<file path="config.mk">
export PLATFORM = sky130hd
export DESIGN_NAME = cmd_queue
export DESIGN_NICKNAME = d
export VERILOG_FILES = /design/src/rtl/cmd_queue.sv
export SDC_FILE = /design/constraint.sdc
export NUM_CORES = 1
export LEC_CHECK = 0
export ABC_AREA = 1
export CORE_ASPECT_RATIO = 1.5
export CORE_MARGIN = 2
export CORE_UTILIZATION = 40
export CTS_CLUSTER_SIZE = 16
export DETAILED_ROUTE_END_ITERATION = 16
export GPL_TIMING_DRIVEN = 0
export SKIP_LAST_GASP = 1
export SYNTH_ARGS = -nofsm -noshare
export SYNTH_HDL_FRONTEND = slang
export SYNTH_SLANG_ARGS = --single-unit
</file>
<file path="constraint.sdc">
create_clock -name i_clk -period 4.9 [get_ports i_clk]
set_input_delay 0.735 -clock i_clk [delete_from_list [all_inputs] [get_ports i_clk]]
set_output_delay 0.735 -clock i_clk [all_outputs]
set_load 0.02 [all_outputs]
</file>
<file path="src/rtl/cmd_queue.sv">
// Circular command buffer feeding the issuer: host pushes at the tail; the issuer pops the head or re-queues a blocked command.
// Optional macro CMDQ_WB_RESERVE_EN keeps one entry free for writebacks so the issuer can always re-queue.
module cmd_queue #(
    parameter int DEPTH  = 8,
    parameter int DATA_W = 32,
    parameter int CNT_W  = $clog2(DEPTH + 1)
) (
    input  logic              i_clk,
    input  logic              i_rstn,
    input  logic [DATA_W-1:0] i_host_cmd,
    input  logic              i_host_valid,
    output logic              o_host_ready,
    input  logic              i_read,
    input  logic              i_write,
    input  logic [DATA_W-1:0] i_cmd,
    output logic [DATA_W-1:0] o_cmd,
    output logic              o_ack,
    output logic              o_empty,
    output logic              o_full,
    output logic [CNT_W-1:0]  o_count
);

    localparam int PTR_W = $clog2(DEPTH);

    localparam logic [1:0] ST_IDLE    = 2'd0;
    localparam logic [1:0] ST_ACK     = 2'd1;
    localparam logic [1:0] ST_RELEASE = 2'd2;

    localparam logic [CNT_W-1:0] FULL_CNT = CNT_W'(DEPTH);
`ifdef CMDQ_WB_RESERVE_EN
    localparam logic [CNT_W-1:0] HOST_LIMIT = CNT_W'(DEPTH - 1);
`else
    localparam logic [CNT_W-1:0] HOST_LIMIT = CNT_W'(DEPTH);
`endif

    logic [DATA_W-1:0] mem_q [DEPTH];
    logic [PTR_W-1:0]  rd_ptr_q, rd_ptr_d;
    logic [PTR_W-1:0]  wr_ptr_q, wr_ptr_d;
    logic [CNT_W-1:0]  count_q, count_d;
    logic [1:0]        state_q, state_d;
    logic [DATA_W-1:0] cmd_q, cmd_d;

    logic idle;
    logic pop;
    logic wb_push;
    logic wb_pending;
    logic host_ready;
    logic host_push;
    logic any_push;

    // A pending writeback (write without read) blocks the host so both never target wr_ptr on one edge.
    assign idle       = (state_q == ST_IDLE);
    assign wb_pending = idle && i_write && !i_read;
    assign pop        = idle && i_read && (count_q != '0);
    assign wb_push    = wb_pending && (count_q < FULL_CNT);
    assign host_ready = (count_q < HOST_LIMIT) && !wb_pending;
    assign host_push  = i_host_valid && host_ready;
    assign any_push   = wb_push || host_push;

    always_comb begin
        state_d = state_q;
        case (state_q)
            ST_IDLE:    if (pop || wb_push) state_d = ST_ACK;
            ST_ACK:     state_d = ST_RELEASE;
            ST_RELEASE: if (!i_read && !i_write) state_d = ST_IDLE;
            default:    state_d = ST_IDLE;
        endcase
    end

    always_comb begin
        rd_ptr_d = rd_ptr_q + PTR_W'(pop);
        wr_ptr_d = wr_ptr_q + PTR_W'(any_push);
        count_d  = count_q + CNT_W'(any_push) - CNT_W'(pop);
        cmd_d    = pop ? mem_q[rd_ptr_q] : cmd_q;
    end

    always_ff @(posedge i_clk or negedge i_rstn) begin
        if (!i_rstn) begin
            state_q  <= ST_IDLE;
            rd_ptr_q <= '0;
            wr_ptr_q <= '0;
            count_q  <= '0;
            cmd_q    <= '0;
        end else begin
            state_q  <= state_d;
            rd_ptr_q <= rd_ptr_d;
            wr_ptr_q <= wr_ptr_d;
            count_q  <= count_d;
            cmd_q    <= cmd_d;
        end
    end

    // Entry storage carries no reset; occupancy alone defines which slots hold live commands.
    always_ff @(posedge i_clk) begin
        if (wb_push) begin
            mem_q[wr_ptr_q] <= i_cmd;
        end else if (host_push) begin
            mem_q[wr_ptr_q] <= i_host_cmd;
        end
    end

    assign o_host_ready = host_ready;
    assign o_cmd        = cmd_q;
    assign o_ack        = (state_q == ST_ACK);
    assign o_empty      = (count_q == '0);
    assign o_full       = (count_q == FULL_CNT);
    assign o_count      = count_q;

endmodule
</file>
* Word level (Yosys, flattened, before mapping)
Memories as Yosys holds them, arrays and structs flattened. A register that Yosys moved wholly into a read port is not among the register bits.
Cells that the tools add are included.
** Storage, ports and cells
- Memories :: 1
- Output and inout bits :: 40
- Memory bits (writable) :: 256
- Word-level logic and storage cells :: 43
- Flip-flop bits (word level) :: 12
** Memories
- mem_q :: words 8, bits a word 32, rd ports 1, clocked after Yosys merged registers in 1, write ports 1, RTL line 36 : logic [DATA_W-1:0] mem_q [DEPTH];
** Cells by class
- Reductions and logical operators :: 18
- Bitwise gates (word level) :: 1
- Add/sub/neg operators :: 4
- Magnitude comparators :: 1
- Equality and inequality tests :: 5
- Multiplexer cells :: 9
** Operator list (count)
- $mux W32 :: 1
- $logic_and A1 B1 Y1 :: 8
- $add A3 B1 Y3 :: 2
- $pmux W2 S3 :: 1
- $mux W1 :: 5
- $add A4 B1 Y4 :: 1
- $eq A4 B4 Y1 const B :: 1
- $logic_not A1 Y1 :: 4
- $logic_not A4 Y1 :: 1
- $lt A4 B4 Y1 const B :: 1
- $mux W2 :: 2
- $reduce_bool A4 Y1 :: 1
- $sub A4 B1 Y4 :: 1
- $eq A2 B1 Y1 const B :: 1
- $eq A2 B2 Y1 const B :: 1
- $logic_not A2 Y1 :: 1
- $logic_or A1 B1 Y1 :: 2
- $ne A2 B1 Y1 const B :: 1
- $ne A2 B2 Y1 const B :: 1
- $reduce_and A2 Y1 :: 1
- $or A1 B1 Y1 :: 1

* Logic depth before layout (Yosys ltp)
Gate-level depths: netlist of run 1.
- Depth after elaboration :: 10
- Depth in mapped cells :: 12
- Depth with buffers taken out :: 12

* Worst setup path before layout of run 1
OpenSTA, ideal clock, no wires.
- Kind :: input to register
- Start :: input i_read
- End :: memory mem_q[0][0] (enable)
- Arrival time :: 2569 ps
- Path slack :: 1910 ps
- Library setup time :: 421 ps
- Data required time :: 4479 ps
- Cell stages on the path :: 7
- Cell sequence :: inv_1 nand3_2 nand3_2 buf_6 nand2_2 nand2_2 nor2_1
** On the way
- Cells in the longest elaborated chain, start to end :: 9
** RTL lines
- start: declaration :: RTL line 13 : input logic i_read,
- $logic_not A1 Y1 (*) :: RTL line 53 : assign wb_pending = idle && i_write && !i_read;
- $logic_and A1 B1 Y1 (*) :: RTL line 53
- $logic_not A1 Y1 :: RTL line 56 : assign host_ready = (count_q < HOST_LIMIT) && !wb_pending;
- $logic_and A1 B1 Y1 :: RTL line 56
- $logic_and A1 B1 Y1 :: RTL line 57 : assign host_push = i_host_valid && host_ready;
- $mux W1 :: RTL line 97 : end else if (host_push) begin
- $mux W1 :: RTL line 95 : if (wb_push) begin
- $mux W1 (implied by the code) :: RTL line 98 : mem_q[wr_ptr_q] <= i_host_cmd;
- $or A1 B1 Y1 (no line) (*)
- end: declaration :: RTL line 36
Mark *: on every way between the ends. The rest lies on a longest branch, timed or not.

* Worst setup path in the final report of run 1
- Start :: input i_read
- End :: output o_host_ready
** On the way
- Cells in the longest elaborated chain, start to end :: 4
** RTL lines
- $logic_not A1 Y1 :: RTL line 53
- $logic_and A1 B1 Y1 :: RTL line 53
- $logic_not A1 Y1 :: RTL line 56
- $logic_and A1 B1 Y1 :: RTL line 56
- end: declaration :: RTL line 12 : output logic o_host_ready,
No other way between the ends.

==> results of run 1 <==
## kinds of logic after synthesis
family / synth area share
compound gates: 0.0136
xor+xnor: 0.00267
fa+ha+maj: 0.0111
buf+inv: 0.0989
flops: 0.671
simple gates: 0.203
## layer usage
metal  part of all wire  vias to the layer above
li1                   -                     4396
met1               0.38                     4329
met2               0.54                      264
met3              0.044                       77
met4              0.036                        0
met5                  0                        -
## worst min path at each step
stage	depth (start not counted)	to	slack, ps	from
2_1_floorplan	0	o_cmd[0]	440	i_rstn
3_3_place_gp	2	o_cmd[21]	470	o_cmd[21]
3_5_place_dp	2	o_cmd[27]	470	o_cmd[27]
4_1_cts	1	o_cmd[6]	200	i_rstn
5_1_grt	1	o_cmd[6]	220	i_rstn
6_report	1	o_cmd[6]	180	i_rstn
## cell usage in the layout, fill, tap and decap left out, drive strengths merged
| cell type | count |
|---|---|
| buf | 65 |
| bufinv | 3 |
| inv | 243 |
| o21ai | 33 |
| clkinv | 10 |
| o211ai | 1 |
| ha | 10 |
| clkinvlp | 3 |
| nor2 | 12 |
| clkdlybuf4s50 | 107 |
| clkbuf | 39 |
| xor2 | 2 |
| edfxtp | 256 |
| xnor2 | 2 |
| a21oi | 1 |
| nand3 | 196 |
| fa | 1 |
| nand2 | 427 |
| dfrtp | 44 |
| nor3b | 1 |
## worst max-delay path, cell delays in order
cell and delay, ps:
sky130_fd_sc_hd__clkdlybuf4s50_1 520, sky130_fd_sc_hd__inv_1 70, sky130_fd_sc_hd__nand3_2 80, sky130_fd_sc_hd__inv_1 60
sky130_fd_sc_hd__nor2_1 80, sky130_fd_sc_hd__clkdlybuf4s50_1 600
## flip-flops by register name (all words and copies together), names as in the netlist
signal and count:
mem_q 256, wr_ptr_q 3, rd_ptr_q 3, o_cmd 32
o_count 4, state_q 2
## final cells by class
class / count / area [µm²] / area share
tap: 415 / 519 / 0.0328
clock inverter: 16 / 159 / 0.0100
sequential: 300 / 8790 / 0.555
buffer: 61 / 384 / 0.0243
inverter: 243 / 912 / 0.0576
clock buffer: 33 / 698 / 0.0441
multi-input combinational: 686 / 3080 / 0.194
timing repair buffer: 117 / 1290 / 0.0817
## power by group through the flow
| stage | clock network [mW] | registers (mW) | logic [mW] |
|---|---|---|---|
| floorplan | 0 | 3.76 | 2.03 |
| global placement | 0 | 3.62 | 3.55 |
| detailed placement | 0 | 3.61 | 3.72 |
| CTS | 2.12 | 3.56 | 3.73 |
| global route | 2.21 | 3.59 | 4.06 |
| finish | 2.10 | 3.55 | 3.68 |
## stage by stage
stage | setup slack [ps] | util | setup TNS [ps] | hold WS, ps | area, µm²
2_1_floorplan | 1910 | - | 0 | 439 | 13100
3_3_place_gp | -198 | 0.453 | -32820 | 466 | 14700
3_5_place_dp | 1690 | 0.462 | 0 | 466 | 15000
4_1_cts | 2010 | 0.488 | 0 | 201 | 15800
5_1_grt | 1970 | 0.488 | 0 | 220 | 15800
6_report | 2020 | 0.488 | 0 | 183 | 15800
==> metrics.md, run 1 <==
| Metric | Value |
|---|---|
| Outcome | finished clean |
| Combined area of all synthesized cells | between 0.01 and 0.015 mm² |
| First-pass GRT wire length | 50500 µm |
| RSZ-0062 raised after global routing | no |
| Flop pwr share | 0.381 |
| Overall die width | 152 µm |
| Start point of the critical path | i_read |
| M2 GR Usage | 0.370 |
| Areal power density over the cells | 589 mW/mm² |
| Root Buffer | sky130_fd_sc_hd__clkbuf_16 |
| Cell count after synthesis | about 1.3k |
| Prevailing post-synth register cell | sky130_fd_sc_hd__edfxtp_1 |
| Endpoint kind of the worst setup timing path | output pin |
| Final hold violation count | 0 |
| H-Tree Depth | 1 |
| Worst setup endpoint | o_host_ready |
| Total iterations of the first detailed-routing run | 6 |
| Number of flops mapped to enable cells by yosys | between 200 and 300 |
| Area delta synth->final | 20.8% |
| Fin crit share | 0.587 |
| Number of nets still failing antenna checks after routing | 0 |
| Distinct cell type count after synthesis | 24 |
| Share of post-route cells with drive strength above 1 | 0.0797 |
| Peak fanout along the critical path | 3 |
| Num CTS Buffers | 27 |
| GRT Total Usage | 0.200 |
| Maximum clock path buffer count | 3 |
| Final setup vio count | 0 |
| Detailed-route DRC error count | 0 |
| Number of I/O pins | 109 |
| CTS tree | done |
| Clock network latency to the later pin of the worst-skew pair | between 500 and 600 ps |
| Number of inserted filler cells in the final layout | 2940 |
| Routability congestion estimate | 0.742 |
| Site row count | 81 |
| Combinational share of power | 0.394 |
| Via density | 4.85 |
| Antenna violations before repair | 0 |
| Most area-hungry cell type in the Yosys netlist | sky130_fd_sc_hd__edfxtp_1 |
| Internal power of the cells | 5.78 mW |
| Transition time at the pin with the least slew margin | 950 ps |
| Syn. warnings | 0 |
| Hold-fix buffer count after cts | 0 |
| Via total after detailed routing | between 9k and 10k |
| Switching share of power | 0.380 |
| Number of DRC markers in iteration 0 | 604 |
| Most frequent cells after synthesis | 424 x sky130_fd_sc_hd__nand2_1, 256 x sky130_fd_sc_hd__edfxtp_1, 240 x sky130_fd_sc_hd__inv_1 |
| Clk network pwr share | 0.225 |
| Clock net sink count | 300 |
| Overall power after layout | 9.33 mW |
| Cells resized by post-CTS repair | 0 |
| Register area share after synthesis | 0.671 |
| Slew Limit Headroom | 0.360 |
| Overall die area | between 0.03 and 0.04 mm² |
| Worst clock skew | 8.87 ps |
| Core area | 0.0324 mm² |
| Max Transition Viols Final | 0 |
| Class of the worst hold path | input port to asynchronous set/reset pin |
| Number of antenna cells inserted | 0 |
| Average wire per cell in the routed design | 17.9 µm |
| Area fraction of the dominant cell type after synthesis | 0.587 |
| R2r endpoint | o_count[2] |
| Top cells by area in the synthesized netlist | sky130_fd_sc_hd__edfxtp_1 59%, sky130_fd_sc_hd__nand2_1 12%, sky130_fd_sc_hd__dfrtp_1 8.4% |
| Peak supply drop | roughly 290 µV |
| Worst r2r src | o_count[3] |
| CP required | 4160 ps |
| Setup slack on the worst flop-to-flop path | 2220 ps |
| Most crowded layer after global routing | met2 |
| Gr ovfl total | 0 |
| Cell depth of the worst flop-to-flop path | 12 |
| Post-detailed-routing wire length | between 30000 and 40000 µm |
| Max-cap violations | 0 |
| Endpoint arrival time on the critical path | 2140 ps |
| Async set-reset flop share out of synthesis | 0.147 |
| Vias in the first global route | 9151 |
| Critical setup path kind | input port to output pin |
| Post-CTS setup buffers | 0 |
| IO Port Bufs | 108 |
| Leak | 6.98 nW |
| Switching Power | 3.55 mW |
| Placed cell count | 1822 |
| Clock edge transition at the registers on the reported setup and hold paths | 70 ps |
| Met1 usage | 0.229 |
| Maximum number of pins on one net before global-route repair | 26 |
| Layout Nets | 1516 |
| Synthesized net count | 1370 |
| DP HPWL | roughly 22000 µm |
| Met3 track demand over resource | 0.0220 |
| Initial cell density of the core | 0.404 |
| Syn_area_per_cell | 10.2 µm² |
| CP Launch Type | input port |
| Flip-flop and latch count after synthesis | 300 |
| Filler-free cell count of the finished design | roughly 1.9k |
| Height of the die | 226 µm |
| Final critical path time including I/O delays and setup | 2880 ps |
| Count leader, synth | sky130_fd_sc_hd__nand2_1 |
| Max Freq | 0.348 GHz |
Power figures use the tool's default switching activity.
==> run 2: changes to the inputs <==
Clock period 4.9 ns to 2.6 ns, I/O delays scaled along.
==> run 2 against run 1 <==
Net effect: setup slack worse by 1900 ps; sequential share of layout area down 0.097 points; via count up 0.19%; final area rose by 0.17%; largest power group unchanged; clock power is 88% higher; clock skew shrank 2.0 ps; largest cell class unchanged; first-iteration DRC count increased by 1.2%; global-route usage about the same; cell count about the same; combinational power grew 89%; total power rose by 89%.
==> metrics.md, run 2 (same netlist as run 1, synthesis figures left out) <==
| Metric | Value |
|---|---|
| Outcome | finished clean |
| Max Transition Viols Final | 0 |
| Via density | 4.85 |
| Area occupied by registers | 0.00879 mm² |
| Overall die width | 152 µm |
| Flip-flop count of the largest register, all copies and words added | between 200 and 300 |
| Area of the multi-input gates | 0.00309 mm² |
| Num CTS Buffers | 27 |
| Layout Nets | approximately 1.5k |
| Number of DRC markers in iteration 0 | 611 |
| Filler-free cell count of the finished design | approximately 1.9k |
| IO Port Bufs | 108 |
| Height of the die | roughly 230 µm |
| Overall die area | 0.0343 mm² |
| Transition time at the pin with the least slew margin | 973 ps |
| Maximum number of pins on one net before global-route repair | 26 |
| Fin crit share | 0.947 |
| Vias in the first global route | between 9k and 10k |
| Total iterations of the first detailed-routing run | 5 |
| Endpoint kind of the worst setup timing path | register |
| Post-detailed-routing wire length | 33600 µm |
| Clock network latency to the later pin of the worst-skew pair | 540 ps |
| Gr ovfl total | 0 |
| Number of I/O pins | 109 |
| Worst clock skew | 6.89 ps |
| CP required | a little over 3000 ps |
| GRT Total Usage | 0.200 |
| Leak | 6.99 nW |
| Maximum clock path buffer count | 3 |
| Post-CTS setup buffers | 0 |
| First-pass GRT wire length | 50600 µm |
| Root Buffer | sky130_fd_sc_hd__clkbuf_16 |
| Routability congestion estimate | between 0.7 and 0.8 |
| Peak fanout along the critical path | 11 |
| Antenna violations before repair | 0 |
| Via total after detailed routing | 9083 |
| Max Freq | 0.406 GHz |
| Clock net sink count | 300 |
| Most flops, register | mem_q |
| Area delta synth->final | 21.0% |
| Peak supply drop | between 500 and 600 µV |
| RSZ-0062 raised after global routing | no |
| Core area | ~0.032 mm² |
| Number of antenna cells inserted | 0 |
| Number of inserted filler cells in the final layout | 2936 |
| Critical setup path kind | register to register |
| Site row count | 81 |
| Post-Place Worst Slack | -262 ps |
| CTS tree | done |
| CP Launch Type | register |
| Placed standard-cell area | between 0.01 and 0.015 mm² |
| Final hold violation count | 0 |
| Overall power after layout | 17.6 mW |
| Final setup vio count | 0 |
| Final critical path time including I/O delays and setup | 2460 ps |
| Final worst-path setup slack | 138 ps |
| DP HPWL | 22100 µm |
| Slew Limit Headroom | 0.344 |
| Number of nets still failing antenna checks after routing | 0 |
| Worst hold margin | 376 ps |
| Max-cap violations | 0 |
| Average wire per cell in the routed design | between 15 and 20 µm |
| Clock edge transition at the registers on the reported setup and hold paths | 70 ps |
| Class of the worst hold path | input port to asynchronous set/reset pin |
| Endpoint arrival time on the critical path | approximately 2900 ps |
| Share of post-route cells with drive strength above 1 | 0.0796 |
| Areal power density over the cells | 1110 mW/mm² |
| H-Tree Depth | 1 |
| Detailed-route DRC error count | 0 |
| Highest-count cells in the layout ignoring fill and taps | 424 x sky130_fd_sc_hd__nand2_1, 256 x sky130_fd_sc_hd__edfxtp_1, 240 x sky130_fd_sc_hd__inv_1, 193 x sky130_fd_sc_hd__nand3_1, 107 x sky130_fd_sc_hd__clkdlybuf4s50_1 |
| Most common cell after layout, fill and taps aside | sky130_fd_sc_hd__nand2_1 |
| Placed cell count | between 1.5k and 2k |
| Initial cell density of the core | 0.404 |
| Final design area excluding fillers | 0.0159 mm² |
==> run 2: layout make-up <==
cell class,count,share of cell area
Sequential cell,300,0.554
Multi-Input combinational cell,686,0.195
Timing Repair Buffer,118,0.0822
Inverter,243,0.0577
Clock buffer,33,0.0440
Tap cell,415,0.0327
Buffer,61,0.0247
Clock inverter,16,0.0100
==> run 2: timing repair <==
item / CTS / global route
hold endpoints to repair: 19 / 0
hold buffers: 1 / 0
resized for setup: 2 / 2
setup endpoints to repair: 2 / 2
==> run 2: final timing paths <==
| check | slack, ps | endpoint | from | depth (start not counted) |
|---|---|---|---|---|
| max reg2reg | 140 | o_count[2] | o_count[3] | 12 |
| max in group asynchronous | 1650 | o_cmd[27] | i_rstn | 3 |
| min reg2reg | 480 | o_cmd[11] | o_cmd[11] | 2 |
| max | 140 | o_count[2] | o_count[3] | 12 |
| min | 380 | o_cmd[6] | i_rstn | 2 |
| min in group i_clk | 480 | o_cmd[11] | o_cmd[11] | 2 |
==> run 2: worst max-delay path, stage by stage, from the launching register on <==
cell and delay, ps:
sky130_fd_sc_hd__dfrtp_1 400, sky130_fd_sc_hd__inv_1 100, sky130_fd_sc_hd__ha_1 180, sky130_fd_sc_hd__nand2_1 120, sky130_fd_sc_hd__nand3_4 160, sky130_fd_sc_hd__inv_4 150, sky130_fd_sc_hd__buf_8 190, sky130_fd_sc_hd__ha_1 250
sky130_fd_sc_hd__inv_1 50, sky130_fd_sc_hd__ha_1 150, sky130_fd_sc_hd__inv_1 60, sky130_fd_sc_hd__fa_1 400, sky130_fd_sc_hd__xnor2_1 140
==> run 2: metrics by stage <==
step | utilization | setup TNS [ps]
2_1_floorplan | - | -41260
6_report | 0.489 | 0
5_1_grt | 0.489 | 0
4_1_cts | 0.489 | 0
3_3_place_gp | 0.453 | -562700
3_5_place_dp | 0.462 | -19170
==> run 2: power by group <==
group	total (mW)	internal [mW]	leakage, nW	switching, mW
sequential	6.69	6.38	2.86	0.312
clock	3.95	2.21	0.408	1.74
combinational	6.96	2.31	3.72	4.64
==> run 2: metal layers <==
metal	part of all wire	track usage	up-vias
met2	0.54	0.370	252
li1	-	-	4399
met5	0	0	-
met3	0.040	0.0220	77
met1	0.39	0.230	4355
met4	0.033	0.0875	0
==> run 3: changes to the inputs <==
Settings changed: CAP_MARGIN set to 30.
==> run 3 against run 2 <==
Net effect: global-route usage grew 0.13 points; first-iteration DRC count decreased by 8.8%; core utilization up 0.35 points; flip-flop and latch count unchanged; cell count grew 0.16%; critical path type unchanged; critical endpoint unchanged.
==> metrics.md, run 3 (same netlist as run 1, synthesis figures left out) <==
| Metric | Value |
|---|---|
| Worst clock skew | 11.0 ps |
| Max Freq | 0.409 GHz |
| Post-detailed-routing wire length | 33800 µm |
| Clock edge transition at the registers on the reported setup and hold paths | 70 ps |
| Setup slack on the worst flop-to-flop path | about 150 ps |
| Endpoint arrival time on the critical path | 2890 ps |
| Critical setup path kind | register to register |
| Most flops, register | mem_q |
| Final hold violation count | 0 |
| Metal3 WL | 1550 µm |
| Via total after detailed routing | 9075 |
| Detailed-route DRC error count | 0 |
| Final critical path time including I/O delays and setup | between 2000 and 2500 ps |
| Fin crit share | 0.941 |
| Final worst-path setup slack | 154 ps |
| Share of post-route cells with drive strength above 1 | 0.0849 |
| Number of nets still failing antenna checks after routing | 0 |
| Wire length the detailed router placed on met1 | 12900 µm |
| Final design area excluding fillers | between 0.015 and 0.02 mm² |
| Routability congestion estimate | approximately 0.74 |
| Leak | 7.05 nW |
| Total buffers and inverters traversed by the critical path | 5 |
| Max Transition Viols Final | 0 |
| Final core area utilization | 0.493 |
| CTS tree | done |
| Areal power density over the cells | 1130 mW/mm² |
| Average wire per cell in the routed design | 18.0 µm |
| Peak supply drop | between 500 and 600 µV |
| Final setup vio count | 0 |
| Max-cap violations | 0 |
| CP Launch Type | register |
| RSZ-0062 raised after global routing | no |
| Vias in the first global route | a little over 9k |
| Class of the worst hold path | input port to asynchronous set/reset pin |
| Total iterations of the first detailed-routing run | 5 |
| Endpoint kind of the worst setup timing path | register |
| Gr ovfl total | 0 |
| GRT Total Usage | 0.201 |
| Number of antenna cells inserted | 0 |
| Overall die width | 152 µm |
| Library cell contributing the largest single delay on the critical path | sky130_fd_sc_hd__dfrtp_1 |
| Core area | 0.0324 mm² |
| Initial cell density of the core | 0.404 |
| Outcome | finished clean |
| Num CTS Buffers | 28 |
| Overall die area | between 0.03 and 0.04 mm² |
| Number of DRC markers in iteration 0 | 557 |
| Filler-free cell count of the finished design | 1875 |
| Met2 Routed Length | 17900 µm |
| Highest-count cells in the layout ignoring fill and taps | 424 x sky130_fd_sc_hd__nand2_1, 256 x sky130_fd_sc_hd__edfxtp_1, 240 x sky130_fd_sc_hd__inv_1, 193 x sky130_fd_sc_hd__nand3_1, 107 x sky130_fd_sc_hd__clkdlybuf4s50_1 |
| Antenna violations before repair | 0 |
| Maximum clock path buffer count | 3 |
| Placed cell count | around 1.8k |
| Height of the die | 226 µm |
| Placed standard-cell area | 0.0150 mm² |
| Number of I/O pins | 109 |
| CP required | 3040 ps |
| Maximum number of pins on one net before global-route repair | 26 |
| Flip-flop count of the largest register, all copies and words added | between 200 and 300 |
| DP HPWL | 22100 µm |
| Transition time at the pin with the least slew margin | 992 ps |
| Peak fanout along the critical path | 11 |
| Post-CTS setup buffers | 0 |
| Clock net sink count | 300 |
| Cell depth of the worst flop-to-flop path | 12 |
| Slew Limit Headroom | 0.332 |
| Delay of the slowest critical-path stage | 400 ps |
| Family of cells with the greatest summed delay on the critical path | adder cells |
| Worst hold margin | 367 ps |
| Cell chain of the critical path | inv_1, ha_1, nand2_1, nand3_4, inv_4, buf_8, ha_1, inv_1, ha_1, inv_1, fa_1, xnor2_1 |
| Critical Path Stages | 12 |
| Area delta synth->final | 21.9% |
| Most common cell after layout, fill and taps aside | sky130_fd_sc_hd__nand2_1 |
| H-Tree Depth | 1 |
| Root Buffer | sky130_fd_sc_hd__clkbuf_16 |
| Post-Place Worst Slack | -256 ps |
| Site row count | 81 |
| Layout Nets | approximately 1.5k |
| Clock network latency to the later pin of the worst-skew pair | 550 ps |
| First-pass GRT wire length | 51100 µm |
| Uppermost signal routing layer after detailed routing | met4 |
| IO Port Bufs | approximately 110 |
| Via density | 4.84 |
-- run 3: through the flow --
stage / total power, mW / TNS [ps]
after floorplan: 10.9 / -41260
after global placement: 13.5 / -562700
after detailed placement: 13.8 / -18210
after CTS: 18.1 / 0
after global routing: 19.0 / 0
final: 18.0 / 0
-- run 3: timing repair --
action,in CTS,in global routing
setup endpoints to repair,2,2
endpoints found under the hold margin,19,0
hold buffers,1,0
gates resized for setup,2,2
-- run 3: worst reg2reg max path, cell delays in order, from the launching register on --
cell,delay [ps]
sky130_fd_sc_hd__dfrtp_1,400
sky130_fd_sc_hd__inv_1,100
sky130_fd_sc_hd__ha_1,180
sky130_fd_sc_hd__nand2_1,120
sky130_fd_sc_hd__nand3_4,160
sky130_fd_sc_hd__inv_4,150
sky130_fd_sc_hd__buf_8,180
sky130_fd_sc_hd__ha_1,250
sky130_fd_sc_hd__inv_1,50
sky130_fd_sc_hd__ha_1,150
sky130_fd_sc_hd__inv_1,60
sky130_fd_sc_hd__fa_1,400
sky130_fd_sc_hd__xnor2_1,140
-- run 3: path summary, 6_finish.rpt --
check                           start    endpoint
min reg2reg                  o_cmd[5]    o_cmd[5]
max reg2reg                o_count[3]  o_count[2]
min                            i_rstn    o_cmd[6]
max                        o_count[3]  o_count[2]
max in group asynchronous      i_rstn   o_cmd[27]
min in group i_clk           o_cmd[5]    o_cmd[5]
-- run 3: power breakdown --
part / internal [mW] / switching, mW / total (mW)
Combinational: 2.31 / 4.65 / 6.96
Clock: 2.53 / 1.80 / 4.33
Sequential: 6.38 / 0.314 / 6.70
-- run 3: final cells by class --
class / count / area (µm²)
Timing Repair Buffer: 118 / 1300
Buffer: 61 / 392
Fill cell: 2870 / 16500
Inverter: 243 / 915
Clock inverter: 21 / 238
Clock buffer: 31 / 733
Sequential cell: 300 / 8790
Multi-Input combinational cell: 686 / 3090
Tap cell: 415 / 519
-- run 3: routing by layer --
metal | vias to the layer above | global-route usage
li1 | 4406 | -
met4 | 0 | 0.0926
met5 | - | 0
met3 | 81 | 0.0228
met2 | 268 | 0.370
met1 | 4320 | 0.230
